### src/rtl/reg_write_arbiter_if.sv
// Write-request bus between four requesters and the shared-register arbiter.
// The master side drives requests and data; the slave side returns grant and register state.
interface reg_write_arbiter_if #(
  parameter int W = 8
) ();
  logic [3:0]     req;
  logic [4*W-1:0] wdata;
  logic [3:0]     gnt;
  logic           wr_en;
  logic [1:0]     wr_src;
  logic [W-1:0]   q;
  logic           busy;

  modport master (
    output req, wdata,
    input  gnt, wr_en, wr_src, q, busy
  );

  modport slave (
    input  req, wdata,
    output gnt, wr_en, wr_src, q, busy
  );
endinterface

### src/rtl/reg_write_arbiter.sv
// Round-robin arbiter granting one of four requesters bursts of writes
// into a single shared register, with an IDLE gap between grants.
module reg_write_arbiter #(
  parameter int W         = 8,
  parameter int MAX_BURST = 4
) (
  input  logic          clk_amisha,
  input  logic          reset_amisha,
  reg_write_arbiter_if.slave bus
);
  localparam int CW = $clog2(MAX_BURST + 1);
  localparam logic [CW-1:0] LAST = CW'(MAX_BURST - 1);

  typedef enum logic {IDLE, OWN} state_e;

  state_e         state_q, state_d;
  logic [3:0]     gnt_q, gnt_d;
  logic [1:0]     ptr_q, ptr_d;
  logic [1:0]     own_q, own_d;
  logic [CW-1:0]  cnt_q, cnt_d;
  logic [W-1:0]   q_q, q_d;

  logic [6:0]     req2;
  logic [3:0]     rot;
  logic [1:0]     off;
  logic [1:0]     sel;
  logic           wr_en;
  logic           rel;

  // Rotate requests so bit 0 is the requester at ptr.
  assign req2 = {bus.req[2:0], bus.req};
  assign rot  = req2[ptr_q +: 4];
  assign sel  = ptr_q + off;

  always_comb begin
    off = 2'd0;
    priority case (1'b1)
      rot[0]:  off = 2'd0;
      rot[1]:  off = 2'd1;
      rot[2]:  off = 2'd2;
      rot[3]:  off = 2'd3;
      default: off = 2'd0;
    endcase
  end

  assign wr_en = |(gnt_q & bus.req);
  assign rel   = !bus.req[own_q] ||
                 (wr_en && (cnt_q == LAST));

  always_comb begin
    state_d = state_q;
    gnt_d   = gnt_q;
    ptr_d   = ptr_q;
    own_d   = own_q;
    cnt_d   = cnt_q;
    q_d     = q_q;
    unique case (state_q)
      IDLE: begin
        if (|bus.req) begin
          gnt_d   = 4'b0001 << sel;
          own_d   = sel;
          cnt_d   = '0;
          state_d = OWN;
        end
      end
      OWN: begin
        if (wr_en) begin
          q_d   = bus.wdata[own_q*W +: W];
          cnt_d = cnt_q + CW'(1);
        end
        if (rel) begin
          gnt_d   = 4'b0000;
          ptr_d   = own_q + 2'd1;
          own_d   = 2'd0;
          state_d = IDLE;
        end
      end
      default: state_d = IDLE;
    endcase
  end

  always_ff @(posedge clk_amisha or posedge reset_amisha) begin
    if (reset_amisha) begin
      state_q <= IDLE;
      gnt_q   <= 4'b0000;
      ptr_q   <= 2'd0;
      own_q   <= 2'd0;
      cnt_q   <= '0;
      q_q     <= '0;
    end else begin
      state_q <= state_d;
      gnt_q   <= gnt_d;
      ptr_q   <= ptr_d;
      own_q   <= own_d;
      cnt_q   <= cnt_d;
      q_q     <= q_d;
    end
  end

  assign bus.gnt    = gnt_q;
  assign bus.wr_en  = wr_en;
  assign bus.wr_src = own_q;
  assign bus.q      = q_q;
  assign bus.busy   = (state_q == OWN);
endmodule

### src/flat_wrapper.sv
// flat-port wrapper written by rule: the top's interface ports become plain ports
module reg_write_arbiter_flat 
#(
  parameter int W         = 8,
  parameter int MAX_BURST = 4
)
  (clk_amisha, reset_amisha, bus_req, bus_wdata, bus_gnt, bus_wr_en, bus_wr_src, bus_q, bus_busy);
  reg_write_arbiter_if #(.W(W)) bus_i ();
  input  logic clk_amisha;
  input  logic reset_amisha;
  input wire logic [$bits(bus_i.req)-1:0] bus_req;
  input wire logic [$bits(bus_i.wdata)-1:0] bus_wdata;
  output wire logic [$bits(bus_i.gnt)-1:0] bus_gnt;
  output wire logic [$bits(bus_i.wr_en)-1:0] bus_wr_en;
  output wire logic [$bits(bus_i.wr_src)-1:0] bus_wr_src;
  output wire logic [$bits(bus_i.q)-1:0] bus_q;
  output wire logic [$bits(bus_i.busy)-1:0] bus_busy;
  assign bus_i.req = bus_req;
  assign bus_i.wdata = bus_wdata;
  assign bus_gnt = bus_i.gnt;
  assign bus_wr_en = bus_i.wr_en;
  assign bus_wr_src = bus_i.wr_src;
  assign bus_q = bus_i.q;
  assign bus_busy = bus_i.busy;
  reg_write_arbiter #(.W(W), .MAX_BURST(MAX_BURST)) u_core (.clk_amisha(clk_amisha), .reset_amisha(reset_amisha), .bus(bus_i));
endmodule
### config.mk
export PLATFORM = sky130hd
export DESIGN_NAME = reg_write_arbiter_flat
export DESIGN_NICKNAME = d
export VERILOG_FILES = /design/src/rtl/reg_write_arbiter_if.sv /design/src/rtl/reg_write_arbiter.sv /design/src/flat_wrapper.sv
export SDC_FILE = /design/constraint.sdc
export NUM_CORES = 1
export LEC_CHECK = 0
export CORE_UTILIZATION = 42
export DETAILED_ROUTE_END_ITERATION = 7
export HOLD_SLACK_MARGIN = 0.05
export PLACE_DENSITY = 0.83
export SLEW_MARGIN = 0
export SYNTH_ARGS = -nofsm -noshare
export SYNTH_HDL_FRONTEND = slang
export SYNTH_SLANG_ARGS = --single-unit
### constraint.sdc
create_clock -name clk_amisha -period 2.7 [get_ports clk_amisha]
set_clock_uncertainty 0.2 [all_clocks]
set_input_delay 0.54 -clock clk_amisha [delete_from_list [all_inputs] [get_ports clk_amisha]]
set_output_delay 0.54 -clock clk_amisha [all_outputs]
set_load 0.01 [all_outputs]
==> impl_metrics.toml <==
[timing]
hold_violations = 0
fin_crit_ps = 2570
hold_ws_ps = 310
setup_viol_count_final = 0
fmax_ghz = 0.389
timing.slew.headroom_pct = 50.3
rsz0062_at_grt = "no"
tightestPinTransition_ps = 744
slew_violations = 0
tns_ps = 0
fin_crit_sh_pct = 95.2
fin_ws_ps = 131

[critical_path]
critical_path.endpoint_type = "primary output"
critical_path_buf_inv_count = 2
crit_path_max_fanout = 5
crit_type = "in -> out"
cp.arrival_ps = 1830
crit_start = "bus_req[2]"
cp_common_cell = "clkdlybuf4s50_1"
reg2reg_from = "u_core.ptr_q[0]"
crit_chain = "clkdlybuf4s50_1, a22oi_1, nand2_1, clkdlybuf4s50_1"
crit_slowest_cell = "clkdlybuf4s50_1"
crit_family = "buffers and inverters"
cp-start-kind = "primary input"
cpPeakStageDelay_ps = 550
cp.required_ps = 1960

[detailed_routing]
met1_length_um = 1250
viasPerCell = 5.63
drt_first_iter_violations = 20
ant_nets = 0
maxUsedRoutingLayer = "met4"
wl_met3_um = 200
wl_met2_um = 1700
vias = 1125
wl_per_cell_um = 16.0
routed_wirelength_um = 3190
first_pass_iters = 4
drcViolationCount = 0

[power]
intPower_uw = 1090
p_per_area_mw_per_mm2 = 933
p_clk_share_pct = 10.0
ir_drop_mv = 0.597
power_frac_seq_pct = 32.8
power.switching_uw = 663
p_total_uw = 1760
sw_frac_of_total_pct = 37.8
leakage_uw = 0.000781
pwr-share-comb_pct = 57.1

[clock_network]
cts_root_buf = "clkbuf_4"
cts_setup_buffers = 0
clkTransAtPathRegs_ps = 110
clkLatencyLatePin_ps = 310
cts_buffers = 3
clock-sinks = 20
ctsLongestPathBuffers = 2
cts_tree = "yes"
ctsHtreeMaxLevel = 1

[logic_synthesis]
syn_area_sq_mm = 0.00124
yosys_most_used_dff = "dfrtp_1"
async_flop_share_pct = 100
syn_inst = 110
ys_seq_area_share_pct = 40.3
synth_edf_count = 0
synth_cell_types = 32
ys_ff_latch = 20
avgSynthCellArea_sq_um = 11.3
yosys_warnings = 0
synthesis.nets = 151

[final_layout]
areaGrowthSynthToFinish_pct = 51.5
diodes = 0
design_area_sq_mm = 0.00188
fin_nets = 211
layout_commonest_cell = "clkdlybuf4s50_1"
drive_above_1_share_pct = 20.7
layout_common_cells = "52 x clkdlybuf4s50_1, 20 x dfrtp_1, 9 x buf_4"

[floorplanning]
die_h_um = 56.4
die_area_sq_mm = 0.00318
core_area_sq_mm = 0.00278
io_pins = 54
rows = 19
start_util_pct = 44.7
die_x_um = 56.4

[placed_design]
numPortBuffers = 53
dp_hpwl_um = 2590
place_area_sq_mm = 0.00185
post-place-ws_ps = -134
place_congestion = 0.773

[status]
status = "complete, no violations"

[global_route]
grt-ovfl-total = 0
grt_pass1_vias = 1150
grt_pass1_wl_um = 5350
grt_max_degree = 21
grt_usage_pct = 22.1
grt_antenna_before_repair = 0

[run]
drv_cap = 0

[hold_path]
hold_path.class = "reg -> reg"
min_from = "u_core.cnt_q[2]"
[synth_stat cells (2+ instances only)]
| cell | n | share of area, % |
|---|---|---|
| nand2_1 | 5 | 1.5 |
| o21ai_0 | 7 | 2.8 |
| nand3_1 | 7 | 2.8 |
| inv_1 | 8 | 2.4 |
| mux4_2 | 8 | 15 |
| xnor2_1 | 3 | 2.1 |
| o32ai_1 | 2 | 1.4 |
| buf_2 | 5 | 2.0 |
| or2_2 | 3 | 1.5 |
| clkbuf_1 | 2 | 0.60 |
| mux2i_1 | 2 | 1.6 |
| a22oi_1 | 2 | 1.2 |
| dfrtp_1 | 20 | 40 |
| ha_1 | 3 | 3.0 |
| and3_1 | 2 | 1.0 |
| mux2_2 | 8 | 7.3 |
| nor2_1 | 8 | 2.4 |
[sequential cells by signal (all words and copies together) (netlist names)]
name and count:
u_core.ptr_q 2, u_core.bus.gnt 4, u_core.bus.q 8, u_core.bus.wr_src 2, u_core.bus.busy 1, u_core.cnt_q 3
[through the flow]
stage / instances / util [%]
after floorplan: 110 / -
after global placement: 196 / 66.4
after detailed placement: 196 / 66.4
after CTS: 200 / 67.7
after global routing: 200 / 67.7
final: 200 / 67.7
[path summary, 6_finish.rpt]
kind                                          end  slack [ps]  depth (start not counted)
worst max register to register  u_core.bus.gnt[3]         460                          8
worst max-delay path                    bus_wr_en         130                          4
max in group asynchronous         u_core.bus.q[1]        1380                          2
worst min-delay path              u_core.cnt_q[2]         310                          2
worst min register to register    u_core.cnt_q[2]         310                          2
min in group asynchronous         u_core.bus.q[2]         440                          2
[per-layer routing]
metal	track usage, %	vias up
met2	41.2	43
li1	-	527
met3	4.84	5
met5	0	-
met1	25.2	550
met4	6.27	0
[logic make-up (layout without fill, tap and decap cells)]
family                     Yosys count  after routing  synth area share (%)
AOI/OAI and AO/OA                   21             21                  14.0
and+or+nand+nor                     30             30                  12.2
muxes                               18             18                  23.4
DFF                                 20             20                  40.3
buffers and inverters               15             74                  5.04
adders and majority gates            3              3                  3.02
xor gates and xnor gates             3              3                  2.12
[power groups by stage]
| stage | combinational [uW] | sequential [uW] | clock (uW) |
|---|---|---|---|
| CTS | 1020 | 578 | 180 |
| detailed placement | 1010 | 585 | 0 |
| floorplan | 577 | 572 | 0 |
| global placement | 961 | 571 | 0 |
| global route | 1090 | 600 | 194 |
| finish | 1000 | 576 | 176 |
[area by class of cell]
class | count | area, sq um
clock buffer | 4 | 36.3
tap | 31 | 38.8
fill | 225 | 900
multi-input combinational | 75 | 679
timing repair buffer | 62 | 597
inverter | 8 | 30.0
sequential | 20 | 500
[worst register-to-register path: cells and delay by family (launching register included)]
family	cells	cell delay (ps)
DFF	1	480
xor gates and xnor gates	2	450
and+or+nand+nor	2	450
AOI/OAI and AO/OA	3	360
adders and majority gates	1	190
[what timing repair did]
action                                  CTS  global route
endpoints found under the setup margin    1             0
gates resized for setup                   1             0
hold buffers                              0             0
endpoints found under the hold margin     0             0
No activity file was read; power rests on OpenSTA's default activity.
